==> src/rtl/prog_loader_pkg.sv <==
// Shared types and constants for the program-memory loader.
// Checksum support is selected at build time with PROG_LOADER_CKSUM_EN.
package prog_loader_pkg;

  typedef enum logic [2:0] {
    ST_IDLE,
    ST_LEN,
    ST_DATA,
    ST_CHK,
    ST_DONE
  } state_t;

  localparam logic [7:0]  HEADER_DEFAULT = 8'hA5;
  localparam int unsigned WORD_W         = 32;

endpackage

==> src/rtl/prog_loader_if.sv <==
// Byte-stream input and program-memory write port of the loader.
// The slave modport is the loader; the master modport is the host/memory side.
interface prog_loader_if #(
  parameter int unsigned ADDR_W = 5
);
  logic [7:0]                        rx_data;
  logic                              rx_valid;
  logic                              rx_ready;
  logic                              pm_we;
  logic [ADDR_W-1:0]                 pm_addr;
  logic [prog_loader_pkg::WORD_W-1:0] pm_wdata;

  modport master (
    output rx_data, rx_valid,
    input  rx_ready, pm_we, pm_addr, pm_wdata
  );

  modport slave (
    input  rx_data, rx_valid,
    output rx_ready, pm_we, pm_addr, pm_wdata
  );
endinterface

==> src/rtl/prog_loader_word_assembler.sv <==
// Collects four stream bytes little-endian into one instruction word and
// presents it with a one-cycle word_valid; the word is held until the next one.
module word_assembler
  import prog_loader_pkg::*;
(
  input  logic              clk,
  input  logic              rst,
  input  logic              i_clr,
  input  logic              i_byte_valid,
  input  logic [7:0]        i_byte,
  output logic              o_last_byte,
  output logic              o_word_valid,
  output logic [WORD_W-1:0] o_word
);

  logic [1:0]        r_idx;
  logic [WORD_W-9:0] r_shift;
  logic [WORD_W-1:0] r_word;
  logic              r_word_valid;

  always_ff @(posedge clk) begin
    if (!rst) begin
      r_idx        <= '0;
      r_shift      <= '0;
      r_word       <= '0;
      r_word_valid <= 1'b0;
    end else begin
      r_word_valid <= 1'b0;
      if (i_clr) begin
        r_idx <= '0;
      end else if (i_byte_valid) begin
        r_idx <= r_idx + 1'b1;
        // Bytes enter at the top so b0 ends up in the least significant lane.
        if (r_idx == 2'd3) begin
          r_word       <= {i_byte, r_shift};
          r_word_valid <= 1'b1;
        end else begin
          r_shift <= {i_byte, r_shift[WORD_W-9:8]};
        end
      end
    end
  end

  assign o_last_byte  = (r_idx == 2'd3);
  assign o_word_valid = r_word_valid;
  assign o_word       = r_word;

endmodule

==> src/rtl/prog_loader.sv <==
// Framed byte-stream loader writing sequential instruction words into program
// memory. Define PROG_LOADER_CKSUM_EN to require a trailing checksum byte.
module prog_loader
  import prog_loader_pkg::*;
#(
  parameter int unsigned DEPTH  = 32,
  parameter int unsigned ADDR_W = 5,
  parameter logic [7:0]  HEADER = HEADER_DEFAULT
) (
  input  logic              clk,
  input  logic              rst,
  prog_loader_if.slave      bus,
  input  logic              reload,
  output logic              load_done,
  output logic              load_err,
  output logic [ADDR_W:0]   words_loaded
);

  state_t            r_state, w_next;
  logic              r_rx_ready, w_ready_nxt;
  logic              r_load_done, r_load_err;
  logic [ADDR_W:0]   r_words, r_len, w_words_inc;
  logic [ADDR_W-1:0] r_pm_addr;
  logic              w_hs, w_hdr, w_len_bad;
  logic              w_last_byte, w_word_valid;
  logic [WORD_W-1:0] w_word;

`ifdef PROG_LOADER_CKSUM_EN
  logic [7:0] r_sum, w_sum_chk;
  assign w_sum_chk = r_sum + bus.rx_data;
`endif

  assign w_hs        = bus.rx_valid && r_rx_ready;
  assign w_hdr       = (bus.rx_data == HEADER);
  assign w_len_bad   = (bus.rx_data == 8'd0) || (32'(bus.rx_data) > DEPTH);
  assign w_words_inc = r_words + 1'b1;

  word_assembler u_asm (
    .clk          (clk),
    .rst          (rst),
    .i_clr        (r_state == ST_IDLE),
    .i_byte_valid (w_hs && (r_state == ST_DATA)),
    .i_byte       (bus.rx_data),
    .o_last_byte  (w_last_byte),
    .o_word_valid (w_word_valid),
    .o_word       (w_word)
  );

  // After the final data byte, ready drops for one cycle while the last word
  // is written, so nothing is accepted before leaving DATA.
  always_comb begin
    w_next      = r_state;
    w_ready_nxt = 1'b1;
    case (r_state)
      ST_IDLE: if (w_hs && w_hdr) w_next = ST_LEN;
      ST_LEN:  if (w_hs) w_next = w_len_bad ? ST_IDLE : ST_DATA;
      ST_DATA: begin
        if (r_words == r_len) begin
`ifdef PROG_LOADER_CKSUM_EN
          w_next = ST_CHK;
`else
          w_next = ST_DONE;
`endif
        end else if (w_hs && w_last_byte && (w_words_inc == r_len)) begin
          w_ready_nxt = 1'b0;
        end
      end
`ifdef PROG_LOADER_CKSUM_EN
      ST_CHK:  if (w_hs) w_next = (w_sum_chk == 8'h00) ? ST_DONE : ST_IDLE;
`endif
      ST_DONE: if (reload) w_next = ST_IDLE;
      default: w_next = ST_IDLE;
    endcase
    if (w_next == ST_DONE) w_ready_nxt = 1'b0;
  end

  always_ff @(posedge clk) begin
    if (!rst) begin
      r_state     <= ST_IDLE;
      r_rx_ready  <= 1'b0;
      r_load_done <= 1'b0;
      r_load_err  <= 1'b0;
      r_words     <= '0;
      r_len       <= '0;
      r_pm_addr   <= '0;
`ifdef PROG_LOADER_CKSUM_EN
      r_sum       <= '0;
`endif
    end else begin
      r_state    <= w_next;
      r_rx_ready <= w_ready_nxt;
      if ((w_next == ST_DONE) && (r_state != ST_DONE)) r_load_done <= 1'b1;
      case (r_state)
        ST_IDLE: if (w_hs && w_hdr) begin
          r_load_err <= 1'b0;
          r_words    <= '0;
`ifdef PROG_LOADER_CKSUM_EN
          r_sum      <= '0;
`endif
        end
        ST_LEN: if (w_hs) begin
          if (w_len_bad) r_load_err <= 1'b1;
          else           r_len      <= bus.rx_data[ADDR_W:0];
        end
        ST_DATA: if (w_hs) begin
`ifdef PROG_LOADER_CKSUM_EN
          r_sum <= r_sum + bus.rx_data;
`endif
          if (w_last_byte) begin
            r_words   <= w_words_inc;
            r_pm_addr <= r_words[ADDR_W-1:0];
          end
        end
`ifdef PROG_LOADER_CKSUM_EN
        ST_CHK: if (w_hs && (w_sum_chk != 8'h00)) r_load_err <= 1'b1;
`endif
        ST_DONE: if (reload) r_load_done <= 1'b0;
        default: ;
      endcase
    end
  end

  assign bus.rx_ready  = r_rx_ready;
  assign bus.pm_we     = w_word_valid;
  assign bus.pm_addr   = r_pm_addr;
  assign bus.pm_wdata  = w_word;
  assign load_done     = r_load_done;
  assign load_err      = r_load_err;
  assign words_loaded  = r_words;

endmodule

==> src/flat_wrapper.sv <==
// flat-port wrapper written by rule: the top's interface ports become plain ports
module prog_loader_flat import prog_loader_pkg::*;
#(
  parameter int unsigned DEPTH  = 32,
  parameter int unsigned ADDR_W = 5,
  parameter logic [7:0]  HEADER = HEADER_DEFAULT
)
  (clk, rst, reload, load_done, load_err, words_loaded, bus_rx_data, bus_rx_valid, bus_rx_ready, bus_pm_we, bus_pm_addr, bus_pm_wdata);
  prog_loader_if #(.ADDR_W(ADDR_W)) bus_i ();
  input  logic clk;
  input  logic rst;
  input  logic reload;
  output logic load_done;
  output logic load_err;
  output logic [ADDR_W:0] words_loaded;
  input wire logic [$bits(bus_i.rx_data)-1:0] bus_rx_data;
  input wire logic [$bits(bus_i.rx_valid)-1:0] bus_rx_valid;
  output wire logic [$bits(bus_i.rx_ready)-1:0] bus_rx_ready;
  output wire logic [$bits(bus_i.pm_we)-1:0] bus_pm_we;
  output wire logic [$bits(bus_i.pm_addr)-1:0] bus_pm_addr;
  output wire logic [$bits(bus_i.pm_wdata)-1:0] bus_pm_wdata;
  assign bus_i.rx_data = bus_rx_data;
  assign bus_i.rx_valid = bus_rx_valid;
  assign bus_rx_ready = bus_i.rx_ready;
  assign bus_pm_we = bus_i.pm_we;
  assign bus_pm_addr = bus_i.pm_addr;
  assign bus_pm_wdata = bus_i.pm_wdata;
  prog_loader #(.DEPTH(DEPTH), .ADDR_W(ADDR_W), .HEADER(HEADER)) u_core (.clk(clk), .rst(rst), .bus(bus_i), .reload(reload), .load_done(load_done), .load_err(load_err), .words_loaded(words_loaded));
endmodule
==> config.mk <==
export PLATFORM = sky130hd
export DESIGN_NAME = prog_loader_flat
export DESIGN_NICKNAME = d
export VERILOG_FILES = /design/src/rtl/prog_loader_pkg.sv /design/src/rtl/prog_loader_if.sv /design/src/rtl/prog_loader_word_assembler.sv /design/src/rtl/prog_loader.sv /design/src/flat_wrapper.sv
export SDC_FILE = /design/constraint.sdc
export NUM_CORES = 1
export LEC_CHECK = 0
export BUFFER_PORTS_ARGS = -buffer_cell sky130_fd_sc_hd__buf_2
export CELL_PAD_IN_SITES_DETAIL_PLACEMENT = 0
export CELL_PAD_IN_SITES_GLOBAL_PLACEMENT = 1
export CORE_ASPECT_RATIO = 0.6
export CORE_MARGIN = 2
export CORE_UTILIZATION = 40
export DETAILED_ROUTE_END_ITERATION = 10
export PLACE_DENSITY_LB_ADDON = 0.25
export SYNTH_ARGS = -nofsm -noshare
export SYNTH_HDL_FRONTEND = slang
export SYNTH_SLANG_ARGS = --single-unit
==> constraint.sdc <==
create_clock -name clk -period 2.2 [get_ports clk]
set_clock_uncertainty 0.15 [all_clocks]
set_input_delay 0.11 -clock clk [delete_from_list [all_inputs] [get_ports clk]]
set_output_delay 0.11 -clock clk [all_outputs]
set_load 0.05 [all_outputs]
After elaboration in Yosys (flattened, before gate mapping)
Cells that the tools add are included.
{"block": "classes", "addsub": 2, "magnitude_cmp": 1, "n_eq_ne": 14, "muxes": 21, "bitwise": 5, "n_reduce_logical": 20}
{"cell": "2-to-1 mux 6 bit", "n": 3}
{"cell": "equality test 6 bit", "n": 2}
{"cell": "2-to-1 mux 3 bit", "n": 4}
{"cell": "case mux 3 bit (4 select lines)", "n": 1}
{"cell": "case mux 6 bit (2 select lines)", "n": 1}
{"cell": "AND reduction 3 bit", "n": 4}
{"cell": "2-to-1 mux 1 bit", "n": 10}
{"cell": "inequality test 2 x 1 -> 1 bit (second input constant)", "n": 5}
{"cell": "equality test 8 bit (second input constant)", "n": 1}
{"cell": "> comparator 8 x 6 -> 1 bit (second input constant)", "n": 1}
{"cell": "logical NOT 8 bit", "n": 1}
{"cell": "AND reduction 4 bit", "n": 2}
{"cell": "adder 6 x 1 -> 6 bit (second input constant)", "n": 1}
{"cell": "equality test 3 bit (second input constant)", "n": 2}
{"cell": "logical AND 1 bit", "n": 6}
{"cell": "NOT 1 bit", "n": 5}
{"cell": "nonzero test 2 bit", "n": 2}
{"cell": "OR reduction 2 bit", "n": 2}
{"cell": "equality test 3 x 1 -> 1 bit (second input constant)", "n": 1}
{"cell": "equality test 3 x 2 -> 1 bit (second input constant)", "n": 1}
{"cell": "logical NOT 3 bit", "n": 1}
{"cell": "inequality test 3 bit (second input constant)", "n": 1}
{"cell": "OR reduction 3 bit", "n": 1}
{"cell": "adder 2 x 1 -> 2 bit (second input constant)", "n": 1}
{"cell": "other kinds (4)", "n": 4}
{"block": "word_totals", "reg_bits": 82, "in_bits": 12, "output_inout_bits": 47, "word_cells": 74}

Longest topological paths before layout
Gate-level depths: netlist of run 1.
{"block": "depth", "word_depth": 10, "depth_mapped": 7, "depth_no_buf": 5}

Hierarchy
A second synthesis of run 1 with hierarchy kept.
{"block": "hier_totals", "hier_cells": 347, "hier_area_um2": 3367.0}
{"module": "word_assembler", "instances": 1, "cells_each": 203, "area_per_inst_um2": 2174.6, "seq_area_each_um2": 1181.1}
{"module": "prog_loader", "instances": 1, "cells_each": 144, "area_per_inst_um2": 1192.4, "seq_area_each_um2": 460.4}

Worst setup path before layout of run 1
Ideal clock, no wire load.
{"block": "synth_path", "kind": "flip-flop to flip-flop", "from": "register u_core.r_rx_ready, in the netlist u_core.bus.rx_ready", "to": "register u_core.u_asm.r_shift[10]", "setup_time_ps": 132, "t_arrival_ps": 1750, "required_ps": 1918, "slack_ps": 168, "path_stages_with_launch": 7, "path_buffers": 2, "period_less_slack_ps": 2032, "cell_sequence": "dfxtp_1 -> nand2_1 -> or3_1 -> clkbuf_1 -> clkbuf_1 -> nand2_1 -> a21oi_1"}
{"block": "synth_between", "elab_chain_cells": 3}
{"item": "start: declaration", "line_no": "prog_loader.sv:20", "source": "logic r_rx_ready, w_ready_nxt;"}
{"item": "start signal: assignment", "line_no": "prog_loader.sv:91", "source": "r_rx_ready <= w_ready_nxt;"}
{"item": "logical AND 1 bit", "line_no": "prog_loader.sv:33", "source": "assign w_hs = bus.rx_valid && r_rx_ready;"}
{"item": "logical AND 1 bit", "line_no": "prog_loader.sv:42", "source": ".i_byte_valid (w_hs && (r_state == ST_DATA)),"}
{"item": "AND reduction 3 bit (no source line)"}
{"item": "end signal: assignment", "line_no": "prog_loader_word_assembler.sv:38", "source": "r_shift <= {i_byte, r_shift[WORD_W-9:8]};"}
{"item": "end: declaration", "line_no": "prog_loader_word_assembler.sv:17", "source": "logic [WORD_W-9:0] r_shift;"}
Every way passes these cells.
A chain may end at the register's enable or synchronous reset.

Final worst setup path of run 1
{"block": "layout_path", "from": "register u_core.r_state[1]", "to": "register u_core.u_asm.r_shift[5]"}
{"block": "layout_between", "elab_chain_cells": 3, "elab_cells_between_ends": 5, "cone_classes": "eq/ne (1); bitwise (1); reduce/logical (3)"}
{"item": "start: declaration", "line_no": "prog_loader.sv:19", "source": "state_t r_state, w_next;"}
{"item": "start signal: assignment", "line_no": "prog_loader.sv:90", "source": "r_state <= w_next;"}
{"item": "equality test 3 x 2 -> 1 bit or logical NOT 3 bit (tied branches)", "line_no": "prog_loader.sv:42, prog_loader.sv:41"}
{"item": "logical AND 1 bit or NOT 1 bit (tied branches)"}
{"item": "AND reduction 3 bit (no source line) *"}
Mark *: on every way between the ends. The rest lies on a longest branch, timed or not.

==> results of run 1 <==
## state kept, by name, indices dropped and copies added, names as in the netlist, 2 cells and up
name and cells:
u_core.words_loaded 6, u_core.r_len 6, u_core.u_asm.r_idx 2, u_core.u_asm.r_shift 24, u_core.bus.pm_addr 5, u_core.r_state 3, u_core.u_asm.o_word 32
## layer usage
| metal | track usage | share of wire |
|---|---|---|
| met5 | 0 | 0 |
| met4 | 0.0810 | 0.011 |
| met3 | 0.0582 | 0.056 |
| met2 | 0.270 | 0.38 |
| met1 | 0.292 | 0.55 |
## worst reg2reg max path: stages, from the launching register on
cell	delay, ns
sky130_fd_sc_hd__dfxtp_1	0.39
sky130_fd_sc_hd__or3b_1	0.38
sky130_fd_sc_hd__buf_4	0.18
sky130_fd_sc_hd__or3_1	0.30
sky130_fd_sc_hd__buf_4	0.22
sky130_fd_sc_hd__nand2_1	0.11
sky130_fd_sc_hd__a21oi_1	0.06
## cells by family (layout without fill, tap and decap cells)
| logic type | Yosys count | in the layout | synth area share |
|---|---|---|---|
| DFF | 82 | 82 | 0.513 |
| buffers and inverters | 29 | 97 | 0.0399 |
| other | 0 | 1 | 0 |
| xor gates and xnor gates | 10 | 10 | 0.0274 |
| adders and majority gates | 2 | 2 | 0.00781 |
| AOI/OAI and AO/OA | 98 | 98 | 0.173 |
| and+or+nand+nor | 181 | 181 | 0.239 |
## where the power goes
group / switching, mW / internal, mW
sequential: 0.00165 / 1.49
combinational: 0.0536 / 0.0290
clock: 0.586 / 1.06
total: 0.642 / 2.57
## layout make-up
cell class                 count  area, µm²  share of cell area
sequential                    82       1640               0.405
multi-input combinational    291       1440               0.356
timing repair buffer          78        490               0.121
clock buffer                  12        256              0.0633
tap                          108        135              0.0333
clock inverter                 4       73.8              0.0182
inverter                       3       11.3             0.00278
antenna                        1       2.50            0.000617
## stage by stage
| step | cells | hold slack [ns] | utilization | cell area [µm²] |
|---|---|---|---|---|
| after CTS | 578 | 0.108 | 0.517 | 4040 |
| after detailed placement | 552 | 0.251 | 0.462 | 3610 |
| after global routing | 578 | 0.148 | 0.518 | 4050 |
| after floorplan | 402 | 0.0769 | - | 3200 |
| after global placement | 552 | 0.245 | 0.462 | 3610 |
| final | 579 | 0.121 | 0.518 | 4050 |
## worst paths after layout
kind	endpoint	slack [ns]	cells past startpoint
worst max-delay path	u_core.u_asm.r_shift[5]$_SDFFE_PN0P_	0.26	6
worst min-delay path	u_core.r_state[0]$_SDFF_PN0_	0.12	4
worst max register to register	u_core.u_asm.r_shift[5]$_SDFFE_PN0P_	0.26	6
worst min register to register	u_core.u_asm.o_word[10]$_SDFFE_PN0P_	0.30	2
## synthesized netlist by cell type (all sizes together), types with 2 or more instances
master | instances | area [µm²]
nand3 | 8 | 40.0
o2bb2ai | 5 | 43.8
inv | 3 | 11.3
and3 | 2 | 12.5
nand4 | 3 | 18.8
nor4 | 2 | 12.5
or2 | 2 | 12.5
dfxtp | 82 | 1640
xor2 | 6 | 52.6
ha | 2 | 25.0
nor2 | 11 | 41.3
a21oi | 73 | 365
xnor2 | 4 | 35.0
nor3 | 5 | 30.0
a211oi | 3 | 22.5
or3 | 6 | 37.5
o21a | 2 | 15.0
a211o | 2 | 17.5
nand2 | 135 | 507
clkbuf | 21 | 78.8
buf | 5 | 37.5
o21ai | 5 | 25.0
## repair_timing
action / in CTS / in global routing
setup buffers: 0 / 0
endpoints found under the hold margin: 26 / 0
hold buffers: 10 / 0
resized for setup: 0 / 1
setup endpoints to repair: 0 / 1
==> flow_summary.ini, run 1 <==
[floorplanning]
dieWidth_um = 120
initial_core_util = 0.409
die_ht_um = 73.3
core_area_mm2 = 0.00782
die_area_mm2 = 0.00876
io_pins = 59
fp-row-count = 25

[worst_setup_path]
slowest_stage = sky130_fd_sc_hd__dfxtp_1
slowest_delay_ns = 0.39
worst_ep_required_time_ns = 2.25
worst-path-buf-inv = 2
crit_path_start = u_core.r_state[1]$_SDFF_PN0_
timing.critical_path.arrival_ns = 1.98
critical_path.endpoint_type = register
crit_top_cell = sky130_fd_sc_hd__buf_4
cell_breakdown_of_the_critical_path = or3b_1, buf_4, or3_1, buf_4, nand2_1, a21oi_1
cp_max_fo = 24
critical_path.reg2reg.startpoint = u_core.r_state[1]$_SDFF_PN0_
cp-start-kind = register
critical_path_class = register to register
critPathTopFamily = simple AND/OR/NAND/NOR gates

[placement]
place_hpwl_um = 5610
dp_worst_setup_slack_ns = 0.281
placement.io_buffers = 58
gp_routability_congestion = 0.799

[grt]
grt_pass1_vias = 2628
groute.usage.overall = 0.199
globalRouteOverflowTotal = 0
grt_pass1_wl_um = 13400
number_of_antenna_violations_at_the_first_check_in_global_routing = 0
grt_start_max_net_pins = 38

[yosys]
synthesis.instances = 402
synth_cell_type_count = 41
yosys_warnings = 0
post_synth_instance_area_mm2 = 0.00320
synthFlopType = sky130_fd_sc_hd__dfxtp_1
ys_seq_area_frac = 0.513
synthArstFlopShare = 0
synth-seq-cells = 82
syn_nets = 416
synth_edf_count = 0
synth.avg_cell_area_um2 = 7.96

[timing]
finalMaxSlewViolations = 0
period_minus_slack_ns = 1.94
tightestPinTransition_ns = 0.615
setup_total_negative_slack_ns = 0
final-setup-viol-count = 0
report.final.hold_viol_count = 0
timing.final.ws_setup_ns = 0.262
grt_setup_unrepaired = false
fmax_ghz = 0.516
worst_slew_margin_rel = 0.589
final_min_period_over_clock_period = 0.881

[clocking]
clock_insertion_delay_worst_skew_ns = 0.34
clk_path_buf_depth = 2
clk_pin_slew_ns = 0.06
cts-htree-levels = 3
tritoncts = built
clock-sinks = 82
numCtsBuffers = 9
cts_root_buf = sky130_fd_sc_hd__clkbuf_16

[detailed_routing]
drtPass1Iterations = 4
via_count = 2881
route.detailed.drc = 0
drt-vias-per-instance = 4.98
route.antenna.remaining_nets = 0
dr_iter_0_viols = 176
route.final.wire_length_um = 8060
wl_per_cell_um = 13.9

[hold_path]
hold_path_class = input port to register
hp-start = bus_rx_valid

[finish]
nNetsFinal = 479
mostFrequentLayoutCell = sky130_fd_sc_hd__nand2_1
share_of_cells_above_drive_strength_1 = 0.187
syn_to_final_growth_pct = 26.6
filler_cell_count = 775
layout.cells.most_common_list = sky130_fd_sc_hd__nand2_1, sky130_fd_sc_hd__dfxtp_1, sky130_fd_sc_hd__a21oi_1

[power_and_ir_drop]
power.leakage_nw = 1.56
power.density_mw_per_mm2 = 793
irDropWorstVdd_uv = 399
post-layout-total-power_mw = 3.21

[run_status]
status = completed

[job]
maxCapViolCount = 0
Note: power is estimated with default switching activity, not from simulation.
==> inputs of run 2 (changes only) <==
==> constraint.sdc (replaced) <==
create_clock -name clk -period 2.2 [get_ports clk]
set_clock_uncertainty 0.15 [all_clocks]
set_input_delay 0.55 -clock clk [delete_from_list [all_inputs] [get_ports clk]]
set_output_delay 0.55 -clock clk [all_outputs]
set_load 0.05 [all_outputs]
==> run 2 against run 1 <==
  * Register-to-register slack lost 0.05 ns
  * Cell count shrank 1.4%
  * Combinational power shrank 18%
  * Highest routed layer unchanged
  * Largest power group unchanged
  * Clock power is essentially flat
  * Critical endpoint is now u_core.u_asm.r_shift[2]$_SDFFE_PN0P_
  * Critical path type unchanged
==> flow_summary.ini, run 2 (synthesis results as in run 1) <==
[finish]
layout.cells.most_common_list = sky130_fd_sc_hd__nand2_1, sky130_fd_sc_hd__dfxtp_1, sky130_fd_sc_hd__a21oi_1
largest_register_ffs = 32
finish.instance_area_mm2 = 0.00398
share_of_cells_above_drive_strength_1 = 0.197
seqCellArea_mm2 = 0.00164
mostFrequentLayoutCell = sky130_fd_sc_hd__nand2_1
syn_to_final_growth_pct = 24.1
nNetsFinal = 472
filler_cell_count = 802
num_antenna_cells = 0
multiInputGateArea_mm2 = 0.00144
finish.cell_count_without_fillers = 571

[placement]
dp_worst_setup_slack_ns = 0.160
post-place-cells = 555
place_hpwl_um = 5610
gp_routability_congestion = 0.843
placed_cell_area_mm2 = 0.00364
placement.io_buffers = 58

[detailed_routing]
route.top_layer_used = met4
route.detailed.drc = 0
wl_per_cell_um = 13.9
wl_met3_um = 522
wl_met2_um = 2980
drt-vias-per-instance = 4.96
route.final.wire_length_um = 7950
drtPass1Iterations = 4
route.antenna.remaining_nets = 0
met1Wirelength_um = 4370
via_count = 2832
dr_iter_0_viols = 180

[worst_setup_path]
cp-start-kind = register
critical_path_class = register to register
cell_breakdown_of_the_critical_path = or3b_1, buf_4, or3_1, buf_4, nand2_1, a21oi_1
crit_path_start = u_core.r_state[2]$_SDFF_PN0_
timing.reg2reg.worst_path_depth = 6
cp_max_fo = 24
crit_top_cell = sky130_fd_sc_hd__buf_4
slowest_delay_ns = 0.46
rrSetupSlack_ns = 0.21
timing.critical_path.arrival_ns = 2.04
worst_ep_required_time_ns = 2.25
worstReg2RegEnd = u_core.u_asm.r_shift[2]$_SDFFE_PN0P_
critical_path.endpoint_type = register
critical_path.reg2reg.startpoint = u_core.r_state[2]$_SDFF_PN0_
slowest_stage = sky130_fd_sc_hd__or3b_1

[timing]
final-setup-viol-count = 0
setup_total_negative_slack_ns = 0
report.final.hold_viol_count = 0
period_minus_slack_ns = 1.99
final_min_period_over_clock_period = 0.905
fmax_ghz = 0.502
worst_slew_margin_rel = 0.593
hold_ws_ns = 0.299
grt_setup_unrepaired = false
tightestPinTransition_ns = 0.604
finalMaxSlewViolations = 0
timing.final.ws_setup_ns = 0.209

[power_and_ir_drop]
cellInternalPower_mw = 2.59
power.share.combinational = 0.021
p_clk_frac = 0.518
power.switching_fraction = 0.197
power.net_switching_uw = 636
irDropWorstVdd_uv = 546
share_seq_of_total_power = 0.461
power.density_mw_per_mm2 = 811
power.leakage_nw = 1.54

[floorplanning]
initial_core_util = 0.409
core_area_mm2 = 0.00782
dieWidth_um = 120
fp-row-count = 25
die_area_mm2 = 0.00876
die_ht_um = 73.3
io_pins = 59

[clocking]
cts-htree-levels = 3
post_cts_resize_count = 0
clock_insertion_delay_worst_skew_ns = 0.33
clk_path_buf_depth = 2
cts_hold_repair.buffers = 0
clk_pin_slew_ns = 0.06
numCtsBuffers = 9
tritoncts = built
post_cts.repair.setup_buffers = 0
cts_root_buf = sky130_fd_sc_hd__clkbuf_16
clock-sinks = 82

[grt]
grt_pass1_vias = 2459
globalRouteOverflowTotal = 0
grt_pass1_wl_um = 12600
grt_start_max_net_pins = 37
groute.usage.overall = 0.188
number_of_antenna_violations_at_the_first_check_in_global_routing = 0

[hold_path]
hold_path_class = register to register
hp-start = u_core.u_asm.r_shift[5]$_SDFFE_PN0P_
worstHoldPathCells = 2
hold-path-endpoint = u_core.u_asm.o_word[5]$_SDFFE_PN0P_

[job]
maxCapViolCount = 0

[run_status]
status = completed
run 2: stage by stage:
stage / power, mW / utilization
5_1_grt: 3.33 / 0.508
4_1_cts: 3.27 / 0.508
3_3_place_gp: 1.59 / 0.465
6_report: 3.22 / 0.508
3_5_place_dp: 1.59 / 0.465
2_1_floorplan: 1.55 / -
run 2: layout make-up:
type,count,area share
clock inverter,4,0.0183
timing repair buffer,71,0.104
tap,108,0.0340
multi-input combinational,291,0.361
sequential,82,0.413
inverter,3,0.00283
clock buffer,12,0.0670
run 2: power groups by stage:
| stage | sequential [mW] | combinational (mW) | clock (mW) |
|---|---|---|---|
| finish | 1.49 | 0.0677 | 1.67 |
| global route | 1.49 | 0.0726 | 1.77 |
| CTS | 1.49 | 0.0676 | 1.71 |
| detailed placement | 1.52 | 0.0673 | 0 |
| global placement | 1.52 | 0.0671 | 0 |
| floorplan | 1.52 | 0.0283 | 0 |
run 2: how the worst max path moves through the flow:
stage / slack (ns) / cells past startpoint / to
5_1_grt: 0.1 / 6 / u_core.u_asm.r_shift[2]$_SDFFE_PN0P_
3_3_place_gp: 0.13 / 6 / u_core.words_loaded[2]$_SDFFE_PN0P_
6_report: 0.21 / 6 / u_core.u_asm.r_shift[2]$_SDFFE_PN0P_
4_1_cts: 0.22 / 6 / u_core.u_asm.r_shift[2]$_SDFFE_PN0P_
2_1_floorplan: 0.17 / 6 / u_core.u_asm.r_shift[10]$_SDFFE_PN0P_
3_5_place_dp: 0.16 / 6 / u_core.words_loaded[2]$_SDFFE_PN0P_
run 2: critical path, delay by kind of cell (launching register included):
kind | cells | cell delay [ns]
flip-flops | 1 | 0.36
AO/OA/AOI/OAI | 1 | 0.06
AND/OR/NAND/NOR | 3 | 0.85
buffers and inverters | 2 | 0.42
run 2: per-layer routing:
metal / track usage / vias to the layer above
li1: - / 1470
met1: 0.289 / 1275
met4: 0.0510 / 0
met3: 0.0536 / 7
met2: 0.253 / 80
met5: 0 / -
